--- config.mk ---
export PLATFORM = sky130hd
export DESIGN_NAME = uart_frame_tx_flat
export DESIGN_NICKNAME = d
export VERILOG_FILES = /design/src/rtl/uart_frame_tx_if.sv /design/src/rtl/uart_frame_tx.sv /design/src/flat_wrapper.sv
export SDC_FILE = /design/constraint.sdc
export NUM_CORES = 1
export LEC_CHECK = 0
export ABC_AREA = 1
export BUFFER_PORTS_ARGS = -buffer_cell sky130_fd_sc_hd__buf_2
export CORE_AREA = 2 2 92 85
export CTS_CLUSTER_DIAMETER = 80
export DETAILED_ROUTE_END_ITERATION = 12
export DIE_AREA = 0 0 94 87
export HOLD_SLACK_MARGIN = 0.02
export PLACE_DENSITY = 0.82
export SETUP_SLACK_MARGIN = 0.02
export SLEW_MARGIN = 20
export SYNTH_ARGS = -nofsm -noshare
export SYNTH_HDL_FRONTEND = slang
export SYNTH_SLANG_ARGS = --single-unit
--- constraint.sdc ---
create_clock -name clk -period 3.21 [get_ports clk]
set_input_delay 0.8025 -clock clk [delete_from_list [all_inputs] [get_ports clk]]
set_output_delay 0.8025 -clock clk [all_outputs]
set_load 0.005 [all_outputs]
--- src/rtl/uart_frame_tx_if.sv ---
// Byte-stream interface between game-state registers, the frame packer and the UART.
// The frame packer uses the slave modport; the surrounding logic uses master.
interface uart_frame_tx_if #(
    parameter int NUM_FIELDS = 4,
    parameter int FIELD_W    = 12
);
    logic [NUM_FIELDS*FIELD_W-1:0] fields_in;
    logic                          frame_req;
    logic                          tx_done;
    logic [7:0]                    tx_data;
    logic                          tx_start;
    logic                          busy;
    logic                          frame_sent;
    logic [7:0]                    seq;

    modport master (
        output fields_in, frame_req, tx_done,
        input  tx_data, tx_start, busy, frame_sent, seq
    );

    modport slave (
        input  fields_in, frame_req, tx_done,
        output tx_data, tx_start, busy, frame_sent, seq
    );
endinterface

--- src/rtl/uart_frame_tx.sv ---
// Packs NUM_FIELDS game-state fields into a framed byte stream:
// sync, sequence, field bytes (MSB first), XOR checksum of sequence and field bytes.
module uart_frame_tx #(
    parameter int         NUM_FIELDS = 4,
    parameter int         FIELD_W    = 12,
    parameter logic [7:0] SYNC_BYTE  = 8'hA5,
    parameter bit         AUTO       = 1'b0,
    parameter int         GAP_CYCLES = 1000
) (
    input logic           clk,
    input logic           rst,
    uart_frame_tx_if.slave bus
);
    localparam int BPF   = (FIELD_W + 7) / 8;
    localparam int NB    = NUM_FIELDS * BPF;
    localparam int IDX_W = $clog2(NB + 3);
    localparam int GAP_W = $clog2(GAP_CYCLES + 1);

    localparam logic [IDX_W-1:0] CHK_IDX  = IDX_W'(NB + 2);
    localparam logic [GAP_W-1:0] GAP_LAST = GAP_W'(GAP_CYCLES - 1);

    typedef enum logic [1:0] {IDLE, SEND, WAIT, DONE} state_t;

    state_t                        state, state_nxt;
    logic [NUM_FIELDS*FIELD_W-1:0] snapshot;
    logic [IDX_W-1:0]              byte_idx;
    logic [7:0]                    chk;
    logic [7:0]                    tx_data_q;
    logic [7:0]                    seq_q;
    logic [7:0]                    byte_cur;
    logic                          pending;
    logic [GAP_W-1:0]              gap_cnt;
    logic                          trigger;
    logic [7:0]                    field_bytes [NB];

    assign trigger = bus.frame_req || pending || (AUTO && (gap_cnt == GAP_LAST));

    // Each field is zero-extended to whole bytes and laid out most significant byte first.
    for (genvar k = 0; k < NUM_FIELDS; k++) begin : g_field
        logic [BPF*8-1:0] ext;
        assign ext = (BPF*8)'(snapshot[k*FIELD_W +: FIELD_W]);
        for (genvar b = 0; b < BPF; b++) begin : g_byte
            assign field_bytes[k*BPF + b] = ext[(BPF-1-b)*8 +: 8];
        end
    end

    always_comb begin
        // NOTE: default assignment first so no path through the block infers a latch.
        byte_cur = chk;
        if (byte_idx == '0) begin
            byte_cur = SYNC_BYTE;
        end else if (byte_idx == IDX_W'(1)) begin
            byte_cur = seq_q;
        end else begin
            for (int j = 0; j < NB; j++) begin
                if (byte_idx == IDX_W'(j + 2)) byte_cur = field_bytes[j];
            end
        end
    end

    always_ff @(posedge clk or negedge rst) begin
        // NOTE: non-blocking assignments for every flop so all state updates see pre-edge values.
        if (!rst) state <= IDLE;
        else      state <= state_nxt;
    end

    always_comb begin
        state_nxt = state;
        case (state)
            IDLE:    if (trigger) state_nxt = SEND;
            SEND:    state_nxt = WAIT;
            WAIT:    if (bus.tx_done) state_nxt = (byte_idx == CHK_IDX) ? DONE : SEND;
            DONE:    state_nxt = IDLE;
            default: state_nxt = IDLE;
        endcase
    end

    // tx_data shows the live byte during SEND and holds it until the next SEND.
    always_comb begin
        bus.tx_start   = (state == SEND);
        bus.busy       = (state == SEND) || (state == WAIT);
        bus.frame_sent = (state == DONE);
        bus.tx_data    = (state == SEND) ? byte_cur : tx_data_q;
        bus.seq        = seq_q;
    end

    always_ff @(posedge clk or negedge rst) begin
        if (!rst) begin
            snapshot  <= '0;
            byte_idx  <= '0;
            chk       <= '0;
            tx_data_q <= '0;
            seq_q     <= '0;
            pending   <= 1'b0;
            gap_cnt   <= '0;
        end else begin
            case (state)
                IDLE: begin
                    if (trigger) begin
                        snapshot <= bus.fields_in;
                        byte_idx <= '0;
                        chk      <= '0;
                        pending  <= 1'b0;
                    end
                end
                SEND: begin
                    tx_data_q <= byte_cur;
                    if (byte_idx != '0 && byte_idx != CHK_IDX) chk <= chk ^ byte_cur;
                end
                WAIT: begin
                    if (bus.tx_done) byte_idx <= byte_idx + 1'b1;
                end
                DONE: begin
                    seq_q <= seq_q + 8'd1;
                end
                default: ;
            endcase

            // One-deep queue: requests arriving outside IDLE collapse into a single flag.
            if (state != IDLE && bus.frame_req) pending <= 1'b1;

            if (!AUTO || state == DONE) begin
                gap_cnt <= '0;
            end else if (state == IDLE && gap_cnt != GAP_LAST) begin
                gap_cnt <= gap_cnt + 1'b1;
            end
        end
    end
endmodule

--- src/flat_wrapper.sv ---
// flat-port wrapper written by rule: the top's interface ports become plain ports
module uart_frame_tx_flat 
#(
    parameter int         NUM_FIELDS = 4,
    parameter int         FIELD_W    = 12,
    parameter logic [7:0] SYNC_BYTE  = 8'hA5,
    parameter bit         AUTO       = 1'b0,
    parameter int         GAP_CYCLES = 1000
)
  (clk, rst, bus_fields_in, bus_frame_req, bus_tx_done, bus_tx_data, bus_tx_start, bus_busy, bus_frame_sent, bus_seq);
  uart_frame_tx_if #(.NUM_FIELDS(NUM_FIELDS), .FIELD_W(FIELD_W)) bus_i ();
  input logic clk;
  input logic rst;
  input wire logic [$bits(bus_i.fields_in)-1:0] bus_fields_in;
  input wire logic [$bits(bus_i.frame_req)-1:0] bus_frame_req;
  input wire logic [$bits(bus_i.tx_done)-1:0] bus_tx_done;
  output wire logic [$bits(bus_i.tx_data)-1:0] bus_tx_data;
  output wire logic [$bits(bus_i.tx_start)-1:0] bus_tx_start;
  output wire logic [$bits(bus_i.busy)-1:0] bus_busy;
  output wire logic [$bits(bus_i.frame_sent)-1:0] bus_frame_sent;
  output wire logic [$bits(bus_i.seq)-1:0] bus_seq;
  assign bus_i.fields_in = bus_fields_in;
  assign bus_i.frame_req = bus_frame_req;
  assign bus_i.tx_done = bus_tx_done;
  assign bus_tx_data = bus_i.tx_data;
  assign bus_tx_start = bus_i.tx_start;
  assign bus_busy = bus_i.busy;
  assign bus_frame_sent = bus_i.frame_sent;
  assign bus_seq = bus_i.seq;
  uart_frame_tx #(.NUM_FIELDS(NUM_FIELDS), .FIELD_W(FIELD_W), .SYNC_BYTE(SYNC_BYTE), .AUTO(AUTO), .GAP_CYCLES(GAP_CYCLES)) u_core (.clk(clk), .rst(rst), .bus(bus_i));
endmodule
* Word-level counts from Yosys, hierarchy flattened *
Cells that the tools add are included.

storage, ports and cells
  flip-flop bits (word level) = 79
  input port bits = 52
  output and inout bits = 19
  word-level logic and storage cells = 68

operators by class
  reduce and logical (&&, ||, !) cells = 17
  muxes and demuxes = 24
  bitwise logic cells = 1
  equal/unequal tests = 17
  add/subtract/negate cells = 2

operators by type and width
  kind                 number
  $mux 8               13
  $eq 4x3->1 const B   4
  $pmux 8 s2           1
  $eq 4x4->1 const B   3
  $reduce_bool 2->1    5
  $add 8x1->8 const B  1
  $eq 4x2->1 const B   2
  $mux 4               2
  $pmux 2 s4           1
  $pmux 4 s2           1
  $xor 8x8->8          1
  $mux 2               3
  $reduce_and 2->1     3
  $reduce_and 3->1     2
  $add 4x1->4 const B  1
  $eq 2x2->1 const B   2
  $eq 4x1->1 const B   1
  $logic_not 4->1      1
  $ne 2x1->1 const B   2
  $ne 4x4->1 const B   1
  $reduce_bool 4->1    1
  $mux 1               3
  $eq 2x1->1 const B   1
  $logic_and 1x1->1    2
  other kinds (3)      4

* Depth between registers and ports, before layout *
Gate-level depths: netlist (run 1).

  depth in word-level cells = 14
  gate-level depth with buffers = 18
  mapped depth without buffers = 18

* Worst setup path after synthesis (run 1) *
No wires, ideal clock.

  path type = register to output
  start point = reg u_core.byte_idx[0]
  end point = out bus_tx_data[0]
  path buffers = 0
  stages on the path, launching flop included = 13
  arrival = 1548 ps
  required time = 2408 ps
  slack = 859 ps
  cell sequence = dfrtp_1 inv_1 ha_1 nand3_1 inv_1 nand2_1 nand2_1 inv_1 nand2_1 nand2_1 nand2_1 nand2_1 a31oi_1

on the way
  longest elaborated chain between the ends = 12
  elaborated cells between the ends (all ways) = 21
  classes of those cells = 9 x eq/ne; 11 x mux; 1 x reduce/logical

ends and longest elaborated chain
  element                 line                  RTL
  start, declared         uart_frame_tx.sv:26   logic [IDX_W-1:0] byte_idx;
  start signal, assigned  uart_frame_tx.sv:111  if (bus.tx_done) byte_idx <= byte_idx + 1'b1;
  $eq 4x2->1              uart_frame_tx.sv:56   if (byte_idx == IDX_W'(j + 2)) byte_cur = field_bytes[j];
  $mux 8 (8 in a row)     uart_frame_tx.sv:56
  $mux 8                  uart_frame_tx.sv:52   end else if (byte_idx == IDX_W'(1)) begin
  $mux 8 (*)              uart_frame_tx.sv:50   if (byte_idx == '0) begin
  $mux 8 (*)              n/a
  end, declared           flat_wrapper.sv:17    output wire logic [$bits(bus_i.tx_data)-1:0] bus_tx_data;

Mark *: on every way between the ends. The rest lies on a longest branch, timed or not.

* Worst setup path after layout (run 1) *
  start point = reg u_core.byte_idx[0]
  end point = out bus_tx_data[2]

Same word-level chain as after synthesis.

==> impl_metrics.toml, run 1 <==
[logic_synthesis]
synth_top_cell_area_share_pct = 47.2
synth_flop_cell = "dfrtp_1"
synth_top_area_cell = "dfrtp_1"
yosysWarningCount = 0
ys_ff_latch = 79
yosysUniqueCellTypes = 32
avgSynthCellArea_sq_um = 7.25
syn_inst = 577
yosysSeqAreaShare_pct = 47.2
async_flop_share_pct = 100
yosys-top-cells-count = "nand2_1, dfrtp_1, nor2_1"
synthTopCellsByArea = "dfrtp_1, nand2_1, nor2_1"
syn-num-nets = 639
syn-cell-area_sq_um = 4180
synth_edf_count = 0
synth_most_common_cell = "nand2_1"

[cts]
cts_buffer_depth = 2
clk_latency_ns = 0.35
cts-htree-levels = 3
cts_hold_buf = 0
clk_pin_slew_ns = 0.08
cts_tree = "built"
cts_buffers = 9
cts_root_buf = "clkbuf_8"
cts_sinks = 79

[detailed_routing]
ant_nets = 0
wl_per_cell_um = 13.6
drt_iter0_drc = 301
via_per_inst = 5.16
drtPass1Iterations = 6
wl_mm = 10.3
vias = 3904
drc = 0

[pwr]
leakage_uw = 0.00284
total_power_uw = 4580
vdd_drop_max_uv = 406
powerDensity_nw_per_um2 = 914

[floorplanning]
die_x_um = 94
rows = 30
io_pins = 71
die_h_um = 87
core_area_sq_um = 7320
start_util_pct = 57.2
die_area_sq_um = 8180

[setup_path]
path_cells = "inv_2 -> ha_2 -> inv_1 -> nor2_4 -> inv_1 -> or2_2 -> nand2_1 -> nand2_1 -> nand2_2 -> a31oi_1 -> buf_2"
arrival_ns = 2.30
critical_path.max_stage_delay_ns = 0.45
critPathTopFamily = "simple AND/OR/NAND/NOR gates"
cp_slowest_cell = "dfrtp_2"
r2r_start = "u_core.state[0]$_DFFE_PN0P_"
crit_buf_inv = 4
crit_type = "flop to output pin"
r2r_cells = 10
cp-start-kind = "flop"
critPathCaptureType = "output pin"
rr_endpoint = "u_core.chk[6]$_DFFE_PN0P_"
crit_fanout = 6
r2r_slack_ns = 0.56
cp.required_ns = 2.41

[placement]
portBuffers = 70
dpl.hpwl_mm = 7.42
dp_cells = 730
gp_congestion = 0.957

[timing]
fmaxAchievable_ghz = 0.322
finClkSkew_ns = 0.00824
hold_violations = 0
tns_ns = 0
finalCritPeriodShare_pct = 96.7
maxSlewViolCount = 0
relSlewSlack_pct = 33.3
tightest_slew_ns = 0.999
rsz0062_at_grt = "true"
report.final.setup_viol = 0
finalCriticalPeriod_ns = 3.10

[outcome]
status = "complete, no violations"

[hold_path]
holdPathEnd = "u_core.snapshot[22]$_DFFE_PN0P_"
hold_depth = 2
min_from = "u_core.snapshot[22]$_DFFE_PN0P_"
min_path_type = "flop to flop"

[cells_and_area]
drive_gt1_share_pct = 20.6
finalNonFillerCells = 757
area_growth_pct = 19.8
antenna_cells = 0
fin_nets = 719

[global_routing]
grt.total_usage_pct = 26.2
grt_pass1_vias = 3625
grt.overflow.total = 0
grt_max_degree = 80
grt_pass1_wl_mm = 16.7
antenna_found_initial = 0

[flow_run]
cap_violations = 0
cell usage in the layout (no fill, tap or decap), types with 9 or more instances in the layout:
cell,netlist,routed
a21oi_1,9,9
buf_2,2,69
buf_4,1,16
clkbuf_8,0,9
dfrtp_1,79,77
inv_1,53,50
nand2_1,260,258
nand3_1,25,24
nor2_1,58,55
o21ai_0,17,17
worst min-delay path, delay by kind of cell, from the launching register on:
kind             cells  cell delay [ns]
AND/OR/NAND/NOR      2             0.09
flip-flops           1             0.35
per-layer routing:
metal,vias up,global-route usage [%],wire [um]
met5,-,0,0
met4,0,9.35,159
met3,16,4.85,830
met2,170,41.2,4830
met1,1793,36.7,4510
li1,1925,-,-
flip-flops by register name, indices dropped and copies added (netlist names):
| signal | cells |
|---|---|
| u_core.pending | 1 |
| u_core.snapshot | 48 |
| u_core.state | 2 |
| u_core.tx_data_q | 8 |
| u_core.bus.seq | 8 |
| u_core.chk | 8 |
| u_core.byte_idx | 4 |
power breakdown:
group          leakage (uW)  switching, uW  internal (uW)
clock network      0.000113            350            512
registers          0.000986            304           1440
logic               0.00174           1290            683
layout make-up:
class | count | area, sq um
Multi-Input combinational cell | 424 | 2000
Fill cell | 635 | 2310
Sequential cell | 79 | 1980
Timing Repair Buffer | 85 | 465
Tap cell | 96 | 120
Clock buffer | 11 | 131
Inverter | 58 | 223
Clock inverter | 4 | 95.1
worst max-delay path by stage:
stage / start / end / slack [ns] / cells after the start
floorplan: u_core.byte_idx[0]$_DFFE_PN0P_ / bus_tx_data[0] / 0.86 / 12
global placement: u_core.byte_idx[1]$_DFFE_PN0P_ / bus_tx_data[0] / 0.44 / 9
detailed placement: u_core.byte_idx[1]$_DFFE_PN0P_ / bus_tx_data[0] / 0.39 / 9
CTS: u_core.byte_idx[2]$_DFFE_PN0P_ / bus_tx_data[5] / 0.02 / 12
global route: u_core.byte_idx[1]$_DFFE_PN0P_ / bus_tx_data[3] / -0.03 / 15
finish: u_core.byte_idx[0]$_DFFE_PN0P_ / bus_tx_data[2] / 0.11 / 11
repair_timing:
action | CTS | global route
buffers inserted | 0 | 12
endpoints found under the setup margin | 2 | 8
gates resized for setup | 2 | 23
pin swaps | 0 | 5
through the flow:
stage | hold slack, ns | setup WS (ns) | utilization (%) | area [sq um]
2_1_floorplan | 0.433 | 0.859 | - | 4180
3_3_place_gp | 0.456 | 0.439 | 62.9 | 4610
3_5_place_dp | 0.465 | 0.392 | 62.9 | 4610
4_1_cts | 0.483 | 0.0225 | 66.1 | 4840
5_1_grt | 0.501 | -0.0329 | 68.5 | 5010
6_report | 0.480 | 0.106 | 68.5 | 5010
cells by family (layout without fill, tap and decap cells):
group / after synthesis / count (layout) / share of synthesized area [%]
AO/OA/AOI/OAI: 36 / 36 / 4.66
AND/OR/NAND/NOR: 370 / 370 / 36.3
flip-flops: 79 / 79 / 47.2
buffers and inverters: 74 / 158 / 7.15
adder cells (fa/ha/maj): 10 / 10 / 2.99
XOR/XNOR: 8 / 8 / 1.67
(Power assumes the default switching activity.)
==> run 2: changes to the inputs <==
- ABC_AREA: 1 -> default
- CORE_AREA: 2 2 92 85 -> 2 2 88 90
- DIE_AREA: 0 0 94 87 -> 0 0 90 92
==> run 2 against run 1 <==
The flow now finishes with violations (setup timing). Setup slack worse by 0.21 ns. Sequential share of layout area down 2.7 points. Synthesized cell count fell by 29%. Combinational power increased by 39%. Cell count shrank 19%. Die area increased by 1.2%. Clock power shrank 18%. Utilization rose by 3.8 points. Sequential cell count is the same. Routed wire length rose by 18%. Sequential power rose by 9%. Critical path depth fell by 2. Critical path type unchanged. Largest cell class unchanged.
==> impl_metrics.toml, run 2 <==
[outcome]
status = "finished, violations left"
failed_checks = "setup timing"

[placement]
dp_cells = 573
portBuffers = 70
placedInstanceArea_sq_um = 4730
dpl.hpwl_mm = 7.98
gp_congestion = 1.05

[cts]
cts_tree = "built"
cts_buffers = 9
cts_sinks = 79
cts_root_buf = "clkbuf_8"
cts_buffer_depth = 2
clk_latency_ns = 0.36
clk_pin_slew_ns = 0.07
cts-htree-levels = 3

[setup_path]
critPathCaptureType = "output pin"
critical_path.max_stage_delay_ns = 0.50
setup.worst_path.start = "u_core.byte_idx[1]$_DFFE_PN0P_"
cp.required_ns = 2.41
cpMostUsedCell = "buf_6"
r2r_start = "u_core.state[1]$_DFFE_PN0P_"
crit_fanout = 8
critPathTopFamily = "compound AO/OA/AOI/OAI gates"
arrival_ns = 2.51
cp-start-kind = "flop"
crit_buf_inv = 2
path_cells = "ha_4 -> buf_6 -> o21ai_2 -> a222oi_1 -> o21ai_1 -> a21boi_2 -> nor2_1 -> mux2_4 -> buf_6"
cp_slowest_cell = "dfrtp_2"
crit_type = "flop to output pin"

[logic_synthesis]
yosysSeqAreaShare_pct = 46.5
avgSynthCellArea_sq_um = 10.3
yosys-top-cells-count = "dfrtp_1, mux2_2, o21ai_0"
async_flop_share_pct = 100
synthTopCellsByArea = "dfrtp_1, mux2_2, o21ai_0"
yosysWarningCount = 0
ys_ff_latch = 79
syn-num-nets = 474
syn-cell-area_sq_um = 4250
synth_most_common_cell = "dfrtp_1"
synth_top_area_cell = "dfrtp_1"
synth_flop_cell = "dfrtp_1"
syn_inst = 412
synth_edf_count = 0
yosysUniqueCellTypes = 55
synth_top_cell_area_share_pct = 46.5

[timing]
report.final.setup_viol = 3
finalCritPeriodShare_pct = 103
finClkSkew_ns = 0.0108
maxSlewViolCount = 0
rsz0062_at_grt = "true"
tightest_slew_ns = 0.962
finalCriticalPeriod_ns = 3.32
fmaxAchievable_ghz = 0.302
relSlewSlack_pct = 35.9
layout_setup_ws_ns = -0.106
hold_violations = 0

[detailed_routing]
maxUsedRoutingLayer = "met4"
drtPass1Iterations = 6
drt_iter0_drc = 549
ant_nets = 0
drc = 0
via_per_inst = 6.24
wl_per_cell_um = 19.8
wl_mm = 12.2
route.met3.wl_mm = 1.01
vias = 3832
wl_met1_mm = 4.46
met2WireLength_mm = 6.02

[pwr]
power_frac_comb_pct = 51.5
leakage_uw = 0.00237
p_seq_share_pct = 35.4
powerDensity_nw_per_um2 = 991
total_power_uw = 5340
vdd_drop_max_uv = 660
p_sw_share_pct = 40.1
p_int_uw = 3190
clkPwrFrac_pct = 13.2
p_sw_uw = 2140

[flow_run]
cap_violations = 0

[floorplanning]
io_pins = 71
die_area_sq_um = 8280
start_util_pct = 57.1
core_area_sq_um = 7450
rows = 32
die_x_um = 90
die_h_um = 92

[cells_and_area]
fin_nets = 570
antenna_cells = 0
final_area_sq_um = 5380
layout_common_cells = "dfrtp_1, buf_2, mux2_2, buf_4, nand2_1"
finalNonFillerCells = 614
largest_register_ff_count = 48
drive_gt1_share_pct = 44.1
fin_util_pct = 72.3
area_growth_pct = 26.7
regMostFlops = "u_core.snapshot"
final_common_cell = "dfrtp_1"

[hold_path]
min_from = "u_core.snapshot[5]$_DFFE_PN0P_"
min_path_type = "flop to flop"

[global_routing]
grt_max_degree = 80
grt_pass1_vias = 3713
grt_pass1_wl_mm = 18.4
antenna_found_initial = 0
grt.total_usage_pct = 28.5
grt.overflow.total = 0
==> run 2: cells by family after synthesis <==
kind of cell | after synthesis | synth area share (%)
buf+inv | 39 | 4.15
mux | 55 | 14.5
simple gates | 106 | 12.9
fa+ha+maj | 10 | 2.94
compound gates | 111 | 16.5
xor+xnor | 12 | 2.47
flops | 79 | 46.5
==> run 2: timing repair <==
item / 4_1_cts / 5_1_grt
resized for setup: 43 / 34
setup endpoints to repair: 8 / 8
hold buffers: 0 / 0
pin swaps: 15 / 13
setup buffers: 16 / 11
==> run 2: path summary, 6_finish.rpt <==
| check | slack [ns] | cells after the start | endpoint |
|---|---|---|---|
| max | -0.11 | 9 | bus_tx_data[1] |
| min | 0.51 | 1 | u_core.snapshot[5]$_DFFE_PN0P_ |
| max reg2reg | 0.55 | 7 | u_core.chk[2]$_DFFE_PN0P_ |
| min reg2reg | 0.51 | 1 | u_core.snapshot[5]$_DFFE_PN0P_ |
| max in group asynchronous | 1.93 | 1 | u_core.byte_idx[0]$_DFFE_PN0P_ |
| min in group asynchronous | 0.60 | 1 | u_core.bus.seq[3]$_DFFE_PN0P_ |
==> run 2: cell type report <==
type                    count  area (sq um)
repair buffers            111           699
clock inverters             4          47.5
well taps                 102           128
fillers                   530          2060
flip-flops and latches     79          1980
multi-input cells         294          2340
inverters                  13          58.8
clock buffers              11           131
==> run 2: per-stage QoR <==
| stage | TNS (ns) | hold slack (ns) | setup WS, ns |
|---|---|---|---|
| 2_1_floorplan | 0 | 0.470 | 0.382 |
| 3_3_place_gp | 0 | 0.486 | 0.179 |
| 3_5_place_dp | 0 | 0.492 | 0.0645 |
| 4_1_cts | -0.000752 | 0.507 | -0.000752 |
| 5_1_grt | -0.659 | 0.524 | -0.162 |
| 6_report | -0.223 | 0.511 | -0.106 |
==> run 2: power groups by stage <==
stage	Clock, uW	Combinational [uW]	Sequential [uW]
global placement	0	2130	1830
CTS	715	2490	1840
global route	756	2940	1930
finish	703	2750	1890
detailed placement	0	2220	1850
floorplan	0	1650	1680
==> run 2: routing by layer <==
metal	track usage, %	vias up
met3	6.66	73
met4	16.0	0
met2	47.3	268
met5	0	-
met1	34.5	1821
li1	-	1670
==> run 3: changes to the inputs <==
- CORE_AREA: 2 2 88 90 -> 2 2 90 92
- DIE_AREA: 0 0 90 92 -> 0 0 92 94
- GPL_TIMING_DRIVEN: default -> 0
- PLACE_DENSITY: 0.82 -> 0.79
- clock period: 3.21 -> 3.7 ns (I/O delays scaled with it)
==> run 3 against run 2 <==
The flow now finishes without violations. Sequential share of layout area rose by 2.0 points. Clock skew about the same. Die area rose by 4.4%. Clock power barely moved. First-iteration DRC count shrank 59%. Critical endpoint is now bus_tx_data[4].
==> impl_metrics.toml, run 3 (synthesis results as in run 2) <==
[outcome]
status = "complete, no violations"

[timing]
tightest_slew_ns = 0.695
maxSlewViolCount = 0
report.final.setup_viol = 0
hold_violations = 0
relSlewSlack_pct = 53.5
finalCritPeriodShare_pct = 97.3
layout_setup_ws_ns = 0.0984
fmaxAchievable_ghz = 0.278
tns_ns = 0
finalCriticalPeriod_ns = 3.60
rsz0062_at_grt = "false"
finClkSkew_ns = 0.0113

[setup_path]
r2r_slack_ns = 1.08
arrival_ns = 2.68
r2r_start = "u_core.state[0]$_DFFE_PN0P_"
cp_slowest_cell = "or3b_2"
r2r_cells = 6
crit_type = "flop to output pin"
critical_path.max_stage_delay_ns = 0.47
cp.required_ns = 2.77
crit_buf_inv = 3
rr_endpoint = "u_core.snapshot[41]$_DFFE_PN0P_"
critPathCaptureType = "output pin"
path_cells = "inv_2 -> ha_1 -> buf_6 -> or3b_2 -> a21o_1 -> a31o_1 -> a22oi_2 -> mux2_4 -> buf_2"
cp-start-kind = "flop"
crit_fanout = 10
critPathTopFamily = "compound AO/OA/AOI/OAI gates"

[detailed_routing]
wl_mm = 11.7
drtPass1Iterations = 4
drc = 0
vias = 3648
wl_per_cell_um = 19.3
via_per_inst = 6.01
drt_iter0_drc = 226
ant_nets = 0

[pwr]
clkPwrFrac_pct = 16.0
vdd_drop_max_uv = 561
p_int_uw = 2660
power_frac_comb_pct = 48.2
powerDensity_nw_per_um2 = 863
p_seq_share_pct = 35.9
p_sw_share_pct = 39.6
p_sw_uw = 1740
leakage_uw = 0.00227

[hold_path]
hold_depth = 1
min_from = "u_core.tx_data_q[4]$_DFF_PN0_"
min_path_type = "flop to flop"
holdPathEnd = "u_core.tx_data_q[4]$_DFF_PN0_"

[global_routing]
antenna_found_initial = 0
grt_max_degree = 42
grt_pass1_vias = 3718
grt.overflow.total = 0
grt.total_usage_pct = 28.6
grt_pass1_wl_mm = 18.7

[placement]
portBuffers = 70
dpl.hpwl_mm = 8.55
gp_congestion = 0.944
pre_cts_slack_ns = 0.223

[floorplanning]
rows = 32
io_pins = 71
start_util_pct = 55.9
core_area_sq_um = 7610
die_area_sq_um = 8650
die_h_um = 94
die_x_um = 92

[cts]
clk_pin_slew_ns = 0.09
cts_sinks = 79
cts-htree-levels = 3
cts_buffers = 9
cts_buffer_depth = 2
cts_hold_buf = 0
cts_root_buf = "clkbuf_8"
clk_latency_ns = 0.37
cts_tree = "built"

[flow_run]
cap_violations = 0

[cells_and_area]
drive_gt1_share_pct = 37.0
regMostFlops = "u_core.snapshot"
final_common_cell = "dfrtp_1"
antenna_cells = 0
fin_nets = 562
fin_util_pct = 67.0
layout_common_cells = "dfrtp_1, buf_2, mux2_2, o21ai_0, nand2_1"
area_growth_pct = 20.0
largest_register_ff_count = 48
-- run 3: worst max path at each step --
| stage | from | slack (ns) | cells past startpoint | end |
|---|---|---|---|---|
| after floorplan | u_core.byte_idx[0]$_DFFE_PN0P_ | 0.75 | 8 | bus_tx_data[4] |
| after global placement | u_core.byte_idx[0]$_DFFE_PN0P_ | 0.26 | 10 | bus_tx_data[2] |
| after detailed placement | u_core.byte_idx[0]$_DFFE_PN0P_ | 0.22 | 10 | bus_tx_data[2] |
| after CTS | u_core.byte_idx[1]$_DFFE_PN0P_ | 0.02 | 12 | bus_tx_data[0] |
| after global routing | u_core.byte_idx[1]$_DFFE_PN0P_ | 0.02 | 10 | bus_tx_data[5] |
| final | u_core.byte_idx[0]$_DFFE_PN0P_ | 0.1 | 9 | bus_tx_data[4] |
-- run 3: timing repair --
item,4_1_cts,5_1_grt
buffers inserted,0,6
pin swaps,0,1
gates resized for setup,7,27
endpoints found under the setup margin,6,8
-- run 3: metrics by stage --
| step | area [sq um] | hold WS (ns) | power [uW] | std cells |
|---|---|---|---|---|
| finish | 5100 | 0.508 | 4400 | 607 |
| global route | 5100 | 0.515 | 4680 | 607 |
| CTS | 4990 | 0.507 | 4270 | 601 |
| detailed placement | 4750 | 0.489 | 3540 | 585 |
| global placement | 4730 | 0.482 | 3450 | 584 |
| floorplan | 4250 | 0.470 | 2890 | 412 |
-- run 3: layout make-up --
cell class                 count  area (sq um)
fill                         638          2510
multi-input combinational    294          2150
sequential                    79          1980
timing repair buffer          77           418
buffer                        26           155
clock buffer                  10           128
tap                          102           128
clock inverter                 6          85.1
inverter                      13          52.6
-- run 3: per-layer routing --
layer | part of all wire, % | global-route usage (%) | up-vias
li1 | - | - | 1656
met2 | 51 | 49.2 | 147
met1 | 41 | 35.0 | 1816
met5 | 0 | 0 | -
met3 | 5.3 | 5.06 | 29
met4 | 3.0 | 13.8 | 0
-- run 3: power by group through the flow --
stage,logic (uW),clock network (uW),registers (uW)
2_1_floorplan,1430,0,1450
3_5_place_dp,1960,0,1580
5_1_grt,2320,748,1610
6_report,2120,703,1580
3_3_place_gp,1890,0,1560
4_1_cts,1990,712,1570
